[src/rtl/dac_spi_tx_pkg.sv]
// Shared audio definitions: sample width, default serial timing and the
// transmitter state encoding, so sample producers and the DAC link agree.
// Ports: none (package).
package dac_spi_tx_pkg;

  // Width of one audio sample as produced by the tone/drum generators.
  localparam int SAMPLE_W       = 16;

  // Bit counter width, enough to index SAMPLE_W-1 down to 0.
  localparam int BIT_CNT_W      = 4;

  // Default serial timing: clk cycles per sclk half-period and the idle
  // gap between frames.
  localparam int DEF_CLK_DIV    = 2;
  localparam int DEF_GAP_CYCLES = 4;

  typedef enum logic [1:0] {
    IDLE  = 2'd0,
    SHIFT = 2'd1,
    GAP   = 2'd2
  } tx_state_t;

  // Counter width for a down-counter that must hold n-1; never narrower
  // than one bit so n == 1 still yields a legal vector.
  function automatic int cnt_width(input int n);
    return (n > 1) ? $clog2(n) : 1;
  endfunction

endpackage

[src/rtl/dac_spi_tx_sclk_tick_gen.sv]
// Purpose: half-period tick generator for the DAC serial clock.
// Latency: first tick CLK_DIV cycles after i_en rises, then every CLK_DIV cycles.
// Backpressure: none; i_en low holds the counter at its reload value.
// Ports:
//   clk, reset : system clock, asynchronous active-high reset
//   i_en       : count enable (high only while a frame is shifting)
//   o_tick     : one-cycle pulse marking the end of an sclk half-period
module sclk_tick_gen
  import dac_spi_tx_pkg::*;
#(
  parameter int CLK_DIV = DEF_CLK_DIV
) (
  input  logic clk,
  input  logic reset,
  input  logic i_en,
  output logic o_tick
);

  localparam int            CW     = cnt_width(CLK_DIV);
  localparam logic [CW-1:0] RELOAD = CW'(CLK_DIV - 1);

  logic [CW-1:0] r_cnt;

  // Reset leaves the counter at zero; the FSM always spends at least one
  // disabled cycle before shifting, which reloads it, so the first half
  // period of every frame is a full CLK_DIV cycles long.
  always_ff @(posedge clk or posedge reset) begin
    if (reset) begin
      r_cnt <= '0;
    end else if (!i_en || (r_cnt == '0)) begin
      r_cnt <= RELOAD;
    end else begin
      r_cnt <= r_cnt - 1'b1;
    end
  end

  assign o_tick = i_en && (r_cnt == '0);

endmodule

[src/rtl/dac_spi_tx.sv]
// Purpose: serialise 16-bit audio samples MSB first onto an SPI-style DAC link.
// Latency: accept edge T, frame starts (sync low, bit 15 on sdata) after edge T+1.
// Backpressure: one-sample holding register; data_ready low while it is full.
// Ports:
//   clk, reset   : system clock, asynchronous active-high reset
//   data_in      : sample word, sent MSB first
//   data_valid   : producer offers data_in
//   data_ready   : holding register empty (combinational from a register)
//   dac_sclk     : serial clock, idles high, DAC samples on its falling edge
//   dac_sync_n   : frame sync, low for the 16 bits of a frame
//   dac_sdata    : serial data, changes on sclk rising or sync edges only
//   frame_done   : one-cycle pulse on the cycle dac_sync_n returns high
module dac_spi_tx
  import dac_spi_tx_pkg::*;
#(
  parameter int CLK_DIV    = DEF_CLK_DIV,
  parameter int GAP_CYCLES = DEF_GAP_CYCLES
) (
  input  logic                clk,
  input  logic                reset,
  input  logic [SAMPLE_W-1:0] data_in,
  input  logic                data_valid,
  output logic                data_ready,
  output logic                dac_sclk,
  output logic                dac_sync_n,
  output logic                dac_sdata,
  output logic                frame_done
);

  localparam int                   GW        = cnt_width(GAP_CYCLES);
  localparam logic [GW-1:0]        GAP_LOAD  = GW'(GAP_CYCLES - 1);
  localparam logic [BIT_CNT_W-1:0] FIRST_BIT = BIT_CNT_W'(SAMPLE_W - 1);

  tx_state_t r_state, w_state_nxt;

  logic [SAMPLE_W-1:0]  r_hold;
  logic                 r_hold_full, w_hold_full_nxt;
  logic [SAMPLE_W-1:0]  r_shift, w_shift_nxt;
  logic [BIT_CNT_W-1:0] r_bit_cnt, w_bit_cnt_nxt;
  logic [GW-1:0]        r_gap_cnt, w_gap_cnt_nxt;

  logic r_sclk, w_sclk_nxt;
  logic r_sync_n, w_sync_n_nxt;
  logic r_sdata, w_sdata_nxt;
  logic r_frame_done, w_frame_done_nxt;

  logic w_accept;
  logic w_load;
  logic w_tick;

  // Accept only into an empty holding register; a load empties it, so an
  // accept and a load can never fall on the same edge.
  assign w_accept   = data_valid && !r_hold_full;
  assign data_ready = !r_hold_full;

  sclk_tick_gen #(
    .CLK_DIV (CLK_DIV)
  ) u_sclk_tick_gen (
    .clk    (clk),
    .reset  (reset),
    .i_en   (r_state == SHIFT),
    .o_tick (w_tick)
  );

  // Next-state and next-output logic.
  always_comb begin
    w_state_nxt      = r_state;
    w_shift_nxt      = r_shift;
    w_bit_cnt_nxt    = r_bit_cnt;
    w_gap_cnt_nxt    = r_gap_cnt;
    w_sclk_nxt       = r_sclk;
    w_sync_n_nxt     = r_sync_n;
    w_sdata_nxt      = r_sdata;
    w_frame_done_nxt = 1'b0;
    w_load           = 1'b0;

    case (r_state)
      IDLE: begin
        if (r_hold_full) begin
          w_load = 1'b1;
        end
      end

      SHIFT: begin
        if (w_tick) begin
          if (r_sclk) begin
            // End of the high half: falling edge, DAC samples mid-bit.
            w_sclk_nxt = 1'b0;
          end else if (r_bit_cnt == '0) begin
            // End of the low half of the last bit: close the frame.
            w_sclk_nxt       = 1'b1;
            w_sync_n_nxt     = 1'b1;
            w_sdata_nxt      = 1'b0;
            w_frame_done_nxt = 1'b1;
            w_gap_cnt_nxt    = GAP_LOAD;
            w_state_nxt      = GAP;
          end else begin
            // Rising edge: move on to the next bit.
            w_sclk_nxt    = 1'b1;
            w_shift_nxt   = r_shift << 1;
            w_sdata_nxt   = r_shift[SAMPLE_W-2];
            w_bit_cnt_nxt = r_bit_cnt - 1'b1;
          end
        end
      end

      GAP: begin
        // The frame_done cycle is the first of the GAP_CYCLES gap cycles.
        if (r_gap_cnt == '0) begin
          if (r_hold_full) begin
            w_load = 1'b1;
          end else begin
            w_state_nxt = IDLE;
          end
        end else begin
          w_gap_cnt_nxt = r_gap_cnt - 1'b1;
        end
      end

      default: begin
        w_state_nxt = IDLE;
      end
    endcase

    // Frame start, shared by IDLE and the end of GAP.
    if (w_load) begin
      w_shift_nxt   = r_hold;
      w_bit_cnt_nxt = FIRST_BIT;
      w_sclk_nxt    = 1'b1;
      w_sync_n_nxt  = 1'b0;
      w_sdata_nxt   = r_hold[SAMPLE_W-1];
      w_state_nxt   = SHIFT;
    end

    w_hold_full_nxt = r_hold_full;
    if (w_load) begin
      w_hold_full_nxt = 1'b0;
    end else if (w_accept) begin
      w_hold_full_nxt = 1'b1;
    end
  end

  // State and output registers; reset forces the lines idle immediately.
  always_ff @(posedge clk or posedge reset) begin
    if (reset) begin
      r_state      <= IDLE;
      r_hold_full  <= 1'b0;
      r_shift      <= '0;
      r_bit_cnt    <= '0;
      r_gap_cnt    <= '0;
      r_sclk       <= 1'b1;
      r_sync_n     <= 1'b1;
      r_sdata      <= 1'b0;
      r_frame_done <= 1'b0;
    end else begin
      r_state      <= w_state_nxt;
      r_hold_full  <= w_hold_full_nxt;
      r_shift      <= w_shift_nxt;
      r_bit_cnt    <= w_bit_cnt_nxt;
      r_gap_cnt    <= w_gap_cnt_nxt;
      r_sclk       <= w_sclk_nxt;
      r_sync_n     <= w_sync_n_nxt;
      r_sdata      <= w_sdata_nxt;
      r_frame_done <= w_frame_done_nxt;
    end
  end

  // Holding register data; only its flag matters for control.
  always_ff @(posedge clk or posedge reset) begin
    if (reset) begin
      r_hold <= '0;
    end else if (w_accept) begin
      r_hold <= data_in;
    end
  end

  assign dac_sclk   = r_sclk;
  assign dac_sync_n = r_sync_n;
  assign dac_sdata  = r_sdata;
  assign frame_done = r_frame_done;

endmodule

[config.mk]
export PLATFORM = sky130hd
export DESIGN_NAME = dac_spi_tx
export DESIGN_NICKNAME = d
export VERILOG_FILES = /design/src/rtl/dac_spi_tx_pkg.sv /design/src/rtl/dac_spi_tx_sclk_tick_gen.sv /design/src/rtl/dac_spi_tx.sv
export SDC_FILE = /design/constraint.sdc
export NUM_CORES = 1
export LEC_CHECK = 0
export ABC_CLOCK_PERIOD_IN_PS = 1600
export CAP_MARGIN = 20
export CORE_UTILIZATION = 49
export DETAILED_ROUTE_END_ITERATION = 10
export GPL_ROUTABILITY_DRIVEN = 1
export PLACE_DENSITY = 0.74
export SYNTH_ARGS = -nofsm -noshare
export SYNTH_HDL_FRONTEND = slang
export SYNTH_SLANG_ARGS = --single-unit
export TNS_END_PERCENT = 50
[constraint.sdc]
create_clock -name clk -period 1.6 [get_ports clk]
set_input_delay 0.32 -clock clk [delete_from_list [all_inputs] [get_ports clk]]
set_output_delay 0.32 -clock clk [all_outputs]
set_load 0.05 [all_outputs]
# == After elaboration in Yosys (flattened, before gate mapping) ==
# Cells that the tools add are included.
# totals
reg_bits,45
latchBits,0
ramBits,0
mem_bits_ro,0
inputBits,19
output_inout_bits,5
wordCells,94
memories,0
# op_classes
n_addsub,3
mul,0
n_div,0
magnitude_cmp,0
eq_ne,14
n_shift,0
mux,46
n_bitwise,1
n_reduce_logical,19
# ops
operator,count
2-to-1 mux 15 bit,5
2-to-1 mux 1 bit,23
2-to-1 mux 2 bit,10
2-to-1 mux 4 bit,5
inequality test 3 bit (second input constant),5
inequality test 2 bit (second input constant),6
nonzero test 2 bit,5
AND reduction 4 bit,2
case mux 2 bit (3 select lines),1
AND reduction 6 bit,1
AND reduction 5 bit,1
logical NOT 2 bit,2
logical NOT 4 bit,1
case mux 2 bit (2 select lines),1
subtractor 4 x 1 -> 4 bit (second input constant),1
AND reduction 3 bit,1
equality test 2 x 1 -> 1 bit (second input constant),1
equality test 2 bit (second input constant),1
logical AND 1 bit,2
logical NOT 1 bit,2
inequality test 2 x 1 -> 1 bit (second input constant),1
case mux 1 bit (2 select lines),1
AND reduction 2 bit,1
subtractor 2 x 1 -> 2 bit (second input constant),1
3 further kinds,3

# == Longest topological paths before layout ==
# Gate-level depths: netlist of the first run.
# logic_depth
depth_word,6
mapped_depth,7
mapped_depth_nobuf,5

# == Cells and area by module ==
# Synthesis of the first run repeated with hierarchy kept, for this count alone.
# hier_totals
cells_unflattened,189
hier_area_um2,2062.0
# modules_own_cells
module,n_inst,cells_each,area_per_inst_um2,seq_area_each_um2
dac_spi_tx,1,185,2015.7,1103.6
sclk_tick_gen,1,4,46.3,25.0

# == Worst setup path before layout of the first run ==
# OpenSTA, ideal clock, no wires.
# synth_timing
kind,reg-to-reg
from,register r_sclk (netlist: dac_sclk)
to,register r_bit_cnt[1]
setup_time_ns,0.137
arrival_time_ns,1.403
required_time_ns,1.463
path_slack_ns,0.060
path_stages_with_launch,5
path_buffers,1
period_less_slack_ns,1.540
path_cell_list,dfstp_2 -> or4b_4 -> buf_6 -> o21ai_2 -> o311ai_2
# synth_between
elab_chain_cells,2
# synth_rtl
element,line,rtl
from (decl),dac_spi_tx.sv:42,"logic r_sclk, w_sclk_nxt;"
from (signal assigned),dac_spi_tx.sv:161,r_sclk <= w_sclk_nxt;
inequality test 2 x 1 -> 1 bit (no source line),-,
AND reduction 4 bit (no source line),-,
to (signal assigned),dac_spi_tx.sv:159,r_bit_cnt <= w_bit_cnt_nxt;
to (decl),dac_spi_tx.sv:39,"logic [BIT_CNT_W-1:0] r_bit_cnt, w_bit_cnt_nxt;"
# Every way passes these cells.
# A chain may end at the register's enable or synchronous reset.

# == Worst setup path after layout of the first run ==
# layout_timing
from,register r_bit_cnt[0]
to,register r_shift[1]
# layout_between
elab_chain_cells,3
# layout_rtl
element,line,rtl
logical NOT 4 bit,dac_spi_tx.sv:89,end else if (r_bit_cnt == '0) begin
inequality test 2 bit (no source line),-,
AND reduction 4 bit (no source line),-,
to (signal assigned),dac_spi_tx.sv:158,r_shift <= w_shift_nxt;
to (decl),dac_spi_tx.sv:38,"logic [SAMPLE_W-1:0] r_shift, w_shift_nxt;"
# Every way passes these cells.

==> impl_metrics.env, run 1 <==
export IMPL_hold_slack_ns=0.3806
export IMPL_crit_family="simple AND/OR/NAND/NOR gates"
export IMPL_leakage_nw=1.106
export IMPL_drc=0
export IMPL_clkTransAtPathRegs_ns=0.08
export IMPL_worstPathBufferInverterCount=2
export IMPL_synthCells=185
export IMPL_synth_cell_area_um2=2064
export IMPL_path_max_fanout=10
export IMPL_r2r_start="r_bit_cnt[0]"
export IMPL_grt_pass1_vias=1548
export IMPL_cts_tree="built"
export IMPL_yosysTopAreaCell="dfrtp_1"
export IMPL_synth_distinct_cells=35
export IMPL_drt_pass1_iterations=4
export IMPL_grt_usage_pct=21.63
export IMPL_synth_top_cells_by_area="dfrtp_1 (52%), mux2_2 (8.7%), nand3_1 (5.1%)"
export IMPL_port_buffers=23
export IMPL_power_switching_mw=1.897
export IMPL_initial_core_util_pct=51.24
export IMPL_min_path_type="input port to async pin"
export IMPL_drt_initial_drc_count=97
export IMPL_yosysWarnings=0
export IMPL_syn_nets=206
export IMPL_clockRootBuffer="clkbuf_8"
export IMPL_setup_violations=0
export IMPL_reg2reg_to="r_shift[1]"
export IMPL_mostFrequentLayoutCells="dfrtp_1 (43), nand3_1 (20), clkdlybuf4s50_1 (18)"
export IMPL_cp_start_kind="flip-flop"
export IMPL_p_seq_share_pct=41.0
export IMPL_fin_crit_sh_pct=99.57
export IMPL_ioPinCount=24
export IMPL_status="finished clean"
export IMPL_fin_crit_ns=1.593
export IMPL_cp_slowest_cell="or3b_4"
export IMPL_dp_slack_ns=-0.06799
export IMPL_cts_sinks=45
export IMPL_pwr_share_comb_pct=45.4
export IMPL_grt_max_degree=46
export IMPL_ff2ff_path_depth=6
export IMPL_internal_power_mw=3.165
export IMPL_grt_pass1_wl_um=7148
export IMPL_fp_dieH_um=66.91
export IMPL_cts_buffers=5
export IMPL_setup_slack_ns=0.006942
export IMPL_num_antenna_cells=0
export IMPL_wirelength_um=4495
export IMPL_dp_hpwl_um=2795
export IMPL_cts_buffer_depth=2
export IMPL_cts_hold_buf=0
export IMPL_nets=240
export IMPL_syn_area_per_cell_um2=11.16
export IMPL_post_drt_wl_per_cell_um=16.65
export IMPL_routed_via_density=5.904
export IMPL_clkLatencyLatePin_ns=0.29
export IMPL_cp_required_ns=1.77
export IMPL_tightestPinTransition_ns=0.5847
export IMPL_max_cap_viol_count=0
export IMPL_core_area_um2=4029
export IMPL_ys_ff_latch=45
export IMPL_ys_seq_area_share_pct=54.67
export IMPL_rsz0062_at_grt="yes"
export IMPL_syn_to_final_growth_pct=28.85
export IMPL_reg2reg_slack_ns=0.007
export IMPL_power_per_cell_area_nw_per_um2=1903
export IMPL_clock_power_share_pct=13.6
export IMPL_route_vias_total=1594
export IMPL_slew_viol_final=0
export IMPL_cp_cell_sequence="inv_2, ha_4, or3b_4, clkbuf_16, nand3_1, a31oi_1"
export IMPL_antenna_left=0
export IMPL_gp_congestion=0.7797
export IMPL_clock_skew_ns=0.006512
export IMPL_crit_path_max_incr_delay_ns=0.43
export IMPL_drive_gt1_share_pct=27.27
export IMPL_antenna_found_initial=0
export IMPL_critPathArrivalTime_ns=1.77
export IMPL_overflow=0
export IMPL_power_switching_share_pct=37.47
export IMPL_critPathKind="flip-flop to flip-flop"
export IMPL_fmax_ghz=0.6277
export IMPL_ir_drop_mv=1.007
export IMPL_die_w_um=66.91
export IMPL_end_kind="flip-flop"
export IMPL_fp_row_count=23
export IMPL_slew_headroom_pct=61.02
export IMPL_cts_max_level=2
export IMPL_die_area_um2=4477
export IMPL_synth_top_area_share_pct=52.12
export IMPL_hold_viol=0
export IMPL_final_common_cell="dfrtp_1"
[cell usage after synthesis, drive strengths merged]
| cell | number |
|---|---|
| dfrtp | 43 |
| nand2b | 1 |
| o21a | 2 |
| buf | 13 |
| dfstp | 2 |
| o311ai | 1 |
| nor2b | 3 |
| nor2 | 2 |
| or4b | 1 |
| nor4b | 1 |
| o22ai | 1 |
| ha | 2 |
| or3b | 1 |
| or2b | 2 |
| nor3 | 17 |
| a31oi | 15 |
| a21oi | 2 |
| nand3 | 21 |
| a21o | 1 |
| nor3b | 2 |
| a211oi | 1 |
| o21ai | 21 |
| inv | 7 |
| clkbuf | 1 |
| mux2 | 16 |
| mux2i | 1 |
| o211ai | 1 |
| nand2 | 3 |
| nand3b | 1 |
[worst max-delay path by stage]
stage          cells after the start         start           end  slack (ns)
2_1_floorplan                      4      dac_sclk  r_bit_cnt[1]        0.06
6_report                           6  r_bit_cnt[0]    r_shift[1]       0.007
3_5_place_dp                       4    data_valid     r_hold[3]       -0.07
5_1_grt                            4    r_state[0]    r_shift[0]       -0.03
4_1_cts                            6  r_bit_cnt[0]  r_gap_cnt[0]        0.04
3_3_place_gp                       4    data_valid     r_hold[6]       -0.03
[layer usage]
layer | share of wire (%) | GRT usage (%)
met5 | 0 | 0
met1 | 40 | 29.03
met3 | 5.5 | 4.966
met4 | 1.8 | 10.90
met2 | 53 | 32.45
[layout make-up]
type,instances,area [um^2]
fill,302,1369
sequential,45,1129
multi-input combinational,119,863.3
timing repair buffer,41,491.7
clock buffer,6,72.57
tap,50,62.56
inverter,7,26.28
clock inverter,2,15.01
[power by group through the flow]
stage          combinational [mW]  clock (mW)  sequential, mW
2_1_floorplan                1.39           0            2.14
6_report                     2.30       0.690            2.08
3_3_place_gp                 2.06           0            2.03
4_1_cts                      2.19       0.701            2.05
5_1_grt                      2.50       0.756            2.14
3_5_place_dp                 2.17           0            2.07
[flip-flops by register name (all words and copies together) (netlist names)]
name,cells
u_sclk_tick_gen.r_cnt,1
dac_sync_n,1
dac_sdata,1
r_gap_cnt,2
r_hold_full,1
r_shift,15
r_bit_cnt,4
dac_sclk,1
r_hold,16
frame_done,1
r_state,2
[cells by family (layout without fill, tap and decap cells)]
group	Yosys count	in the layout	share of synthesized area [%]
compound gates	45	45	13.21
buf+inv	21	56	5.394
simple gates	55	55	16.30
flops	45	45	54.67
fa+ha+maj	2	2	1.212
mux	17	17	9.212
[worst reg2reg max path: cells and delay by family, from the launching register on]
family / cells / cell delay [ns]
compound gates: 1 / 0.10
fa+ha+maj: 1 / 0.14
buf+inv: 2 / 0.29
flops: 1 / 0.42
simple gates: 2 / 0.54
[repair_timing]
item | 4_1_cts | 5_1_grt
cloned | 0 | 2
buffers inserted | 0 | 1
setup endpoints to repair | 1 | 9
gates resized for setup | 1 | 8
[stage by stage]
step           cell area (um^2)  utilization [%]  setup TNS (ns)  cells  total power, mW
2_1_floorplan              2064                -               0    185            3.525
3_3_place_gp               2472            61.37         -0.3884    259            4.081
3_5_place_dp               2472            61.37         -0.8929    259            4.243
4_1_cts                    2566            63.70               0    267            4.942
5_1_grt                    2660            66.02         -0.1534    270            5.396
6_report                   2660            66.02               0    270            5.063
(Power assumes the default switching activity.)
==> run 2: changes to the inputs <==
==> constraint.sdc (replaced) <==
create_clock -name clk -period 1.6 [get_ports clk]
set_input_delay 0.24 -clock clk [delete_from_list [all_inputs] [get_ports clk]]
set_output_delay 0.24 -clock clk [all_outputs]
set_load 0.05 [all_outputs]
==> impl_metrics.env, run 2 (same netlist as run 1, synthesis figures left out) <==
export IMPL_hold_viol=0
export IMPL_clockRootBuffer="clkbuf_8"
export IMPL_setup_violations=0
export IMPL_port_buffers=23
export IMPL_critPathLaunch="r_bit_cnt[0]"
export IMPL_power_per_cell_area_nw_per_um2=1914
export IMPL_routed_via_density=5.859
export IMPL_grt_usage_pct=21.08
export IMPL_critPathArrivalTime_ns=1.80
export IMPL_reg2reg_slack_ns=0.04
export IMPL_fp_dieH_um=66.91
export IMPL_route_vias_total=1582
export IMPL_reg_top3="r_hold (16), r_shift (15), r_bit_cnt (4)"
export IMPL_max_cap_viol_count=0
export IMPL_cts_buffer_depth=2
export IMPL_overflow=0
export IMPL_clkLatencyLatePin_ns=0.30
export IMPL_cts_buffers=5
export IMPL_cp_required_ns=1.84
export IMPL_drc=0
export IMPL_fp_row_count=23
export IMPL_dp_slack_ns=-0.02709
export IMPL_initial_core_util_pct=51.24
export IMPL_largest_reg_flops=16
export IMPL_fin_crit_ns=1.555
export IMPL_clock_skew_ns=0.009239
export IMPL_gp_congestion=0.7522
export IMPL_fin_crit_sh_pct=97.19
export IMPL_slew_headroom_pct=58.65
export IMPL_die_area_um2=4477
export IMPL_min_path_type="input port to async pin"
export IMPL_status="finished clean"
export IMPL_final_common_cell="dfrtp_1"
export IMPL_reg2reg_to="r_gap_cnt[0]"
export IMPL_mostFrequentLayoutCells="dfrtp_1 (43), nand3_1 (20), clkdlybuf4s50_1 (18)"
export IMPL_setup_slack_ns=0.04499
export IMPL_antenna_found_initial=0
export IMPL_clkTransAtPathRegs_ns=0.08
export IMPL_cts_hold_buf=0
export IMPL_nets=240
export IMPL_finish_instance_area_um2=2658
export IMPL_core_area_um2=4029
export IMPL_critPathKind="flip-flop to flip-flop"
export IMPL_drive_gt1_share_pct=27.27
export IMPL_tightestPinTransition_ns=0.6202
export IMPL_drt_pass1_iterations=4
export IMPL_drt_initial_drc_count=130
export IMPL_path_max_fanout=5
export IMPL_critPathCapture="r_gap_cnt[0]"
export IMPL_slew_viol_final=0
export IMPL_ff2ff_path_depth=6
export IMPL_grt_max_degree=46
export IMPL_largest_register="r_hold"
export IMPL_ir_drop_mv=1.097
export IMPL_cts_sinks=45
export IMPL_fmax_ghz=0.6431
export IMPL_cp_start_kind="flip-flop"
export IMPL_num_antenna_cells=0
export IMPL_grt_pass1_vias=1541
export IMPL_cts_max_level=2
export IMPL_syn_to_final_growth_pct=28.73
export IMPL_tns_ns=0
export IMPL_die_w_um=66.91
export IMPL_cts_tree="built"
export IMPL_dpl_cell_area_um2=2472
export IMPL_final_util_pct=65.96
export IMPL_end_kind="flip-flop"
export IMPL_wirelength_um=4423
export IMPL_dp_hpwl_um=2869
export IMPL_r2r_start="r_bit_cnt[0]"
export IMPL_post_drt_wl_per_cell_um=16.38
export IMPL_antenna_left=0
export IMPL_ioPinCount=24
export IMPL_grt_pass1_wl_um=6934
export IMPL_leakage_nw=1.120
[run 2: final cells by class]
cell class,count,area (um^2)
Inverter,7,26.28
Multi-Input combinational cell,119,850.8
Sequential cell,45,1129
Tap cell,50,62.56
Fill cell,297,1371
Clock buffer,7,96.34
Clock inverter,1,5.005
Timing Repair Buffer,41,488.0
[run 2: how the worst min path moves through the flow]
stage | start | to | cells past startpoint | slack (ns)
3_3_place_gp | r_hold[6] | r_hold[6] | 1 | 0.50
6_report | reset | r_hold[10] | 3 | 0.30
5_1_grt | reset | r_hold[10] | 3 | 0.32
2_1_floorplan | data_valid | r_hold_full | 1 | 0.36
4_1_cts | reset | r_shift[9] | 3 | 0.31
3_5_place_dp | r_hold[5] | r_hold[5] | 1 | 0.50
[run 2: through the flow]
| step | hold WS (ns) | power [mW] | cells |
|---|---|---|---|
| after detailed placement | 0.4972 | 4.245 | 259 |
| after CTS | 0.3072 | 5.017 | 267 |
| after global placement | 0.4976 | 4.097 | 259 |
| final | 0.3001 | 5.086 | 270 |
| after floorplan | 0.3570 | 3.525 | 185 |
| after global routing | 0.3224 | 5.396 | 270 |
[run 2: power by group]
group          switching (mW)  internal, mW  leakage, nW
logic                    1.13          1.13        0.532
clock network           0.376         0.391       0.0542
registers               0.340          1.71        0.534
total                    1.85          3.24         1.12
[run 2: metal layers]
metal  vias to the layer above  global-route usage [%]  routed length [um]
li1                        743                       -                   -
met1                       782                   25.66                1945
met2                        50                   34.97                2200
met3                         7                   5.993                 216
met4                         0                   8.245                  60
met5                         -                       0                   0
[run 2: critical path, stage by stage (launching register included)]
cell	delay [ns]
dfrtp_1	0.41
inv_2	0.09
ha_4	0.13
or3b_4	0.43
buf_12	0.16
o22ai_2	0.15
o21a_1	0.13
[run 2: what timing repair did]
| action | CTS | global route |
|---|---|---|
| gates cloned | 0 | 2 |
| setup endpoints to repair | 1 | 15 |
| pin swaps | 0 | 1 |
| buffers inserted | 0 | 1 |
| resized for setup | 1 | 6 |
